### src/rtl/deser_27b_if.sv
// -----------------------------------------------------------------------------
// deser_27b_if
// Bundles the serial input side and the parallel valid/ready output side of
// the 27-bit deserializer.
//   slave  : view used by deser_27b (consumes data_i/ena_i/ready_i,
//            drives data_o/valid_o/busy_o/err_o/ovf_o)
//   master : view used by whatever drives the stream and consumes the words
// -----------------------------------------------------------------------------
interface deser_27b_if #(
    parameter int WIDTH = 27
);
    logic             data_i;   // serial bit, meaningful only when ena_i = 1
    logic             ena_i;    // bit-valid strobe
    logic             ready_i;  // downstream accepts data_o
    logic [WIDTH-1:0] data_o;   // assembled word
    logic             valid_o;  // data_o holds an unaccepted word
    logic             busy_o;   // a frame is partially received
    logic             err_o;    // one-cycle pulse on gap-timeout abort
    logic             ovf_o;    // sticky: a completed word was dropped

    modport slave (
        input  data_i, ena_i, ready_i,
        output data_o, valid_o, busy_o, err_o, ovf_o
    );

    modport master (
        output data_i, ena_i, ready_i,
        input  data_o, valid_o, busy_o, err_o, ovf_o
    );
endinterface

### src/rtl/deser_27b.sv
// -----------------------------------------------------------------------------
// deser_27b
// Serial-to-parallel receive stage. Reassembles WIDTH-bit words, MSB first,
// from a data/ena bit stream and offers each word on a valid/ready handshake.
// A frame stalled for GAP_MAX idle cycles is aborted (err_o pulse); a word
// completing while the previous one is still pending is dropped (ovf_o).
//
// Ports
//   clk_i  : clock, rising edge
//   rst_i  : synchronous active-high reset
//   bus    : deser_27b_if.slave (data_i, ena_i, ready_i in;
//            data_o, valid_o, busy_o, err_o, ovf_o out)
// WIDTH must equal the WIDTH of the connected interface instance.
// All outputs come straight from registers.
// -----------------------------------------------------------------------------
module deser_27b #(
    parameter int WIDTH   = 27,
    parameter int GAP_MAX = 16
) (
    input  logic        clk_i,
    input  logic        rst_i,
    deser_27b_if.slave  bus
);
    localparam int CW = (WIDTH > 1) ? $clog2(WIDTH) : 1;
    localparam int GW = $clog2(GAP_MAX);

    localparam logic [CW-1:0] LAST_BIT = CW'(WIDTH - 1);
    localparam logic [GW-1:0] LAST_GAP = GW'(GAP_MAX - 1);

    typedef enum logic {
        IDLE,
        SHIFT
    } state_t;

    state_t           state, state_n;
    logic [WIDTH-1:0] sr;
    logic [WIDTH-1:0] sr_next;
    logic [CW-1:0]    bit_cnt, bit_cnt_n;
    logic [GW-1:0]    gap_cnt, gap_cnt_n;
    logic [WIDTH-1:0] data_q;
    logic             valid_q;
    logic             err_q;
    logic             ovf_q;
    logic             word_done;
    logic             abort;

    // Value the shift register takes if a bit is sampled this edge; on the
    // final bit this is also the completed word.
    assign sr_next = {sr[WIDTH-2:0], bus.data_i};

    // -------------------------------------------------------------------------
    // Next-state / counter logic
    // -------------------------------------------------------------------------
    always_comb begin
        // NOTE: every signal written here gets a default first, so no path
        // leaves one unassigned and no latch is inferred.
        state_n   = state;
        bit_cnt_n = bit_cnt;
        gap_cnt_n = gap_cnt;
        word_done = 1'b0;
        abort     = 1'b0;

        unique case (state)
            IDLE: begin
                gap_cnt_n = '0;
                if (bus.ena_i) begin
                    bit_cnt_n = CW'(1);
                    state_n   = SHIFT;
                end
            end

            SHIFT: begin
                if (bus.ena_i) begin
                    gap_cnt_n = '0;
                    if (bit_cnt == LAST_BIT) begin
                        bit_cnt_n = '0;
                        state_n   = IDLE;
                        word_done = 1'b1;
                    end else begin
                        bit_cnt_n = bit_cnt + 1'b1;
                    end
                end else if (gap_cnt == LAST_GAP) begin
                    // Too long without a bit: discard the partial frame.
                    bit_cnt_n = '0;
                    gap_cnt_n = '0;
                    state_n   = IDLE;
                    abort     = 1'b1;
                end else begin
                    gap_cnt_n = gap_cnt + 1'b1;
                end
            end

            default: state_n = IDLE;
        endcase
    end

    // -------------------------------------------------------------------------
    // State register
    // -------------------------------------------------------------------------
    always_ff @(posedge clk_i) begin
        // NOTE: sequential state uses non-blocking assignments so every
        // register updates from the pre-edge values of all the others.
        if (rst_i) begin
            state <= IDLE;
        end else begin
            state <= state_n;
        end
    end

    // -------------------------------------------------------------------------
    // Datapath and output registers
    // -------------------------------------------------------------------------
    always_ff @(posedge clk_i) begin
        if (rst_i) begin
            // NOTE: the shift register is reset too, so data_o can never
            // expose bits from a frame that straddled a reset.
            sr      <= '0;
            bit_cnt <= '0;
            gap_cnt <= '0;
            data_q  <= '0;
            valid_q <= 1'b0;
            err_q   <= 1'b0;
            ovf_q   <= 1'b0;
        end else begin
            bit_cnt <= bit_cnt_n;
            gap_cnt <= gap_cnt_n;
            err_q   <= abort;

            if (bus.ena_i) begin
                sr <= sr_next;
            end

            // A pending word leaves on a transfer; a completed word takes its
            // place if the slot is free or being freed on this same edge.
            if (valid_q && bus.ready_i) begin
                valid_q <= 1'b0;
            end

            if (word_done) begin
                if (!valid_q || bus.ready_i) begin
                    data_q  <= sr_next;
                    valid_q <= 1'b1;
                end else begin
                    ovf_q <= 1'b1;
                end
            end
        end
    end

    assign bus.data_o  = data_q;
    assign bus.valid_o = valid_q;
    assign bus.busy_o  = (state == SHIFT);
    assign bus.err_o   = err_q;
    assign bus.ovf_o   = ovf_q;

endmodule

### src/flat_wrapper.sv
// flat-port wrapper written by rule: the top's interface ports become plain ports
module deser_27b_flat 
#(
    parameter int WIDTH   = 27,
    parameter int GAP_MAX = 16
)
  (clk_i, rst_i, bus_data_i, bus_ena_i, bus_ready_i, bus_data_o, bus_valid_o, bus_busy_o, bus_err_o, bus_ovf_o);
  deser_27b_if #(.WIDTH(WIDTH)) bus_i ();
  input  logic clk_i;
  input  logic rst_i;
  input wire logic [$bits(bus_i.data_i)-1:0] bus_data_i;
  input wire logic [$bits(bus_i.ena_i)-1:0] bus_ena_i;
  input wire logic [$bits(bus_i.ready_i)-1:0] bus_ready_i;
  output wire logic [$bits(bus_i.data_o)-1:0] bus_data_o;
  output wire logic [$bits(bus_i.valid_o)-1:0] bus_valid_o;
  output wire logic [$bits(bus_i.busy_o)-1:0] bus_busy_o;
  output wire logic [$bits(bus_i.err_o)-1:0] bus_err_o;
  output wire logic [$bits(bus_i.ovf_o)-1:0] bus_ovf_o;
  assign bus_i.data_i = bus_data_i;
  assign bus_i.ena_i = bus_ena_i;
  assign bus_i.ready_i = bus_ready_i;
  assign bus_data_o = bus_i.data_o;
  assign bus_valid_o = bus_i.valid_o;
  assign bus_busy_o = bus_i.busy_o;
  assign bus_err_o = bus_i.err_o;
  assign bus_ovf_o = bus_i.ovf_o;
  deser_27b #(.WIDTH(WIDTH), .GAP_MAX(GAP_MAX)) u_core (.clk_i(clk_i), .rst_i(rst_i), .bus(bus_i));
endmodule
### config.mk
export PLATFORM = sky130hd
export DESIGN_NAME = deser_27b_flat
export DESIGN_NICKNAME = d
export VERILOG_FILES = /design/src/rtl/deser_27b_if.sv /design/src/rtl/deser_27b.sv /design/src/flat_wrapper.sv
export SDC_FILE = /design/constraint.sdc
export NUM_CORES = 1
export LEC_CHECK = 0
export ABC_AREA = 1
export BUFFER_PORTS_ARGS = -buffer_cell sky130_fd_sc_hd__buf_2
export CAP_MARGIN = 20
export CELL_PAD_IN_SITES_DETAIL_PLACEMENT = 1
export CELL_PAD_IN_SITES_GLOBAL_PLACEMENT = 1
export CORE_MARGIN = 4
export CORE_UTILIZATION = 41
export CTS_CLUSTER_SIZE = 8
export DETAILED_ROUTE_END_ITERATION = 8
export HOLD_SLACK_MARGIN = 0.02
export PLACE_DENSITY = 0.86
export RECOVER_POWER = 100
export SYNTH_ARGS = -nofsm -noshare
export SYNTH_HDL_FRONTEND = slang
export SYNTH_SLANG_ARGS = --single-unit
### constraint.sdc
create_clock -name clk_i -period 1.9 [get_ports clk_i]
set_input_delay 0.095 -clock clk_i [delete_from_list [all_inputs] [get_ports clk_i]]
set_output_delay 0.095 -clock clk_i [all_outputs]
set_load 0.02 [all_outputs]
==> summary.md <==
| Metric | Value |
|---|---|
| Global-route wire length before repair | `11.1 mm` |
| CP Class | `reg2reg` |
| Cts hold-fix bufs | `1` |
| Post-synthesis cell type count | `22` |
| Via count | `2,296` |
| DR DRC count | `0` |
| FILL cells | `between 700 and 800` |
| Mapped cell area | `approximately 2500 µm²` |
| Fin util | `49.2%` |
| Iter 0 DRT Violations | `134` |
| Initial Util | `about 42%` |
| Endpoint type of the worst setup path | `flop` |
| Status | `complete, no violations` |
| Register Area | `1320 µm²` |
| Overall Power | `2.80 mW` |
| IO buf count | `35` |
| Crit path launch | `u_core.bit_cnt[0]` |
| CTS H-tree depth | `3` |
| Maximum vdd ir drop | `483 µV` |
| Least-Margin Pin Slew | `0.551 ns` |
| Fin. Hold Viols | `0` |
| Fin cells | `427` |
| Reg-to-reg critical path startpoint | `u_core.bit_cnt[0]` |
| Average cell area after synthesis | `8.08 µm²` |
| Gate Count Post-Synth | `313` |
| Hold WC Path Type | `in2reg` |
| Clock Skews | `roughly 0.0038 ns` |
| Met3 usage | `3.52%` |
| Clock Path Buffers | `2` |
| Synth area leader | `dfxtp_1` |
| RSZ-0062 raised after global routing | `no` |
| # Max-Cap Violations | `0` |
| Hold path start | `bus_ena_i` |
| PwrDens | `956 nW/µm²` |
| WHS | `0.204 ns` |
| Fraction of registers with async set/reset | `0%` |
| CP Max Fanout | `17` |
| Fmax | `599 MHz` |
| Initial antenna violation count | `0` |
| DIE AREA | `7490 µm²` |
| Syn. warnings | `0` |
| Cts bufs inserted | `9` |
| Met1 GRT Util | `between 20% and 30%` |
| Type of origin of the critical path | `flop` |
| CTS tree | `done` |
| Dominant cells by area after synthesis | `dfxtp_1 52%, nor2_1 8.6%, nand4_1 7.4%, a21oi_1 6.9%, nand2_1 5.8%` |
| Core Footprint | `5960 µm²` |
| Setup TNS | `0 ns` |
| Slew Limit Fails | `0` |
| Post-CTS Setup Repair Bufs | `0` |
| Seq/Total Area, Yosys | `52.2%` |
| Ant. Diodes | `0` |
| Worst-Skew Late Latency | `roughly 0.33 ns` |
| Pleak | `1.06 nW` |
| Finish-stage setup viols | `0` |
| Reg clk slew, reported paths | `0.07 ns` |
| Wire length per cell | `approximately 15 µm` |
| CTS sink cnt | `66` |
| Post-synth top area share | `52.2%` |
| DR pass1 iterations | `4` |
| Syn Nets | `321` |
| Crit path DAT | `about 1.9 ns` |
| Synthesized flop and latch total | `66` |
| Global route overflow | `0` |
| Number of global-route vias before repair | `2,343` |
| Worst Path Required | `2.16 ns` |
| Final Wtd Congestion | `0.788` |
| Routed vias/inst | `5.38` |
| Final Cycle Share | `87.9%` |
| Layout Area Growth over Synthesis | `15.7%` |
| Tmin final | `1.67 ns` |
| Relative slew slack | `63.3%` |
| Top Usage Layer GRT | `met2` |
| Grt met2 use | `30.9%` |
| Cts repair resizes | `0` |
| Post-route ant nets | `0` |
| Drt total wl | `6.54 mm` |
| CTS root buf | `clkbuf_8` |
| Largest net degree at the start of global routing | `34` |
| Dpl cells | `between 400 and 500` |
| GRT Total Usage | `between 10% and 20%` |
| Die W | `86.6 µm` |
| Die H | `86.6 µm` |
| Dpl hpwl | `4.26 mm` |
| Layout cells sized above 1 | `9.94%` |
| Row count | `28` |
| Top FF cell, synth | `dfxtp_1` |
| IO Pins | `36` |
| EDFF count, synth | `0` |
| Nets | `356` |
| Area occupied by multi-input gates | `a little over 1000 µm²` |
final cells by class:
type | count | share of cell area, %
clock buffer | 13 | 5.77
clock inverter | 2 | 1.20
inverter | 12 | 1.54
multi-input combinational | 211 | 35.0
sequential | 66 | 45.1
tap | 75 | 3.21
timing repair buffer | 48 | 8.21
kinds of logic after synthesis:
group | after synthesis | synth area share [%]
buffers and inverters | 36 | 7.32
xor gates and xnor gates | 1 | 0.346
AOI/OAI and AO/OA | 65 | 13.1
DFF | 66 | 52.2
adders and majority gates | 3 | 1.48
and+or+nand+nor | 142 | 25.6
per-layer routing:
layer / up-vias / wire length, µm
met1: 1115 / 2870
met5: - / 0
met3: 11 / 277
li1: 1124 / -
met2: 46 / 3280
met4: 0 / 114
worst max-delay path, cell delays in order (launching register included):
cell and delay [ns]:
dfxtp_1 0.41, inv_1 0.10, ha_1 0.20, nand2_1 0.10, nor2_4 0.05, buf_4 0.19, nand3_2 0.08, clkbuf_2 0.24
nand2_1 0.09, a21oi_1 0.14
final timing paths:
path,endpoint,slack (ns),depth (start not counted)
setup / recovery,u_core.bus.data_o[17],0.23,9
hold / removal,u_core.bit_cnt[0],0.20,4
setup reg to reg,u_core.bus.data_o[17],0.23,9
hold reg to reg,u_core.gap_cnt[0],0.45,1
cell usage in the layout, fill, tap and decap left out, types with 9 or more instances in the layout:
cell type	instances
dfxtp_1	66
o21ai_0	28
clkbuf_8	12
a21oi_1	35
inv_1	11
nor2_1	58
clkbuf_1	33
nand3_1	9
nand2_1	39
nand4_1	30
registers in the layout, indices dropped and copies added, names as in the netlist:
signal	cells
u_core.sr	26
u_core.bus.ovf_o	1
u_core.bus.err_o	1
u_core.bus.data_o	27
u_core.gap_cnt	4
u_core.bit_cnt	5
u_core.bus.busy_o	1
u_core.bus.valid_o	1
Yosys cell counts (all sizes together) (3+ instances only):
library cell	n
inv	12
nand3	10
ha	3
buf	17
dfxtp	66
clkbuf	7
a21oi	35
o21ai	28
nand2	40
nor2	60
nand4	30
power by group:
| group | switching [mW] | total [mW] | internal, mW |
|---|---|---|---|
| Combinational | 0.0958 | 0.142 | 0.0460 |
| Clock | 0.497 | 1.20 | 0.705 |
| Sequential | 0.0329 | 1.46 | 1.42 |
| Total | 0.626 | 2.80 | 2.17 |
through the flow:
stage	instance area, µm²	setup WS (ns)
after floorplan	2530	0.604
after detailed placement	2760	0.294
after global routing	2930	0.0685
final	2930	0.230
after global placement	2760	0.362
after CTS	2980	0.230
No activity file was read; power rests on OpenSTA's default activity.
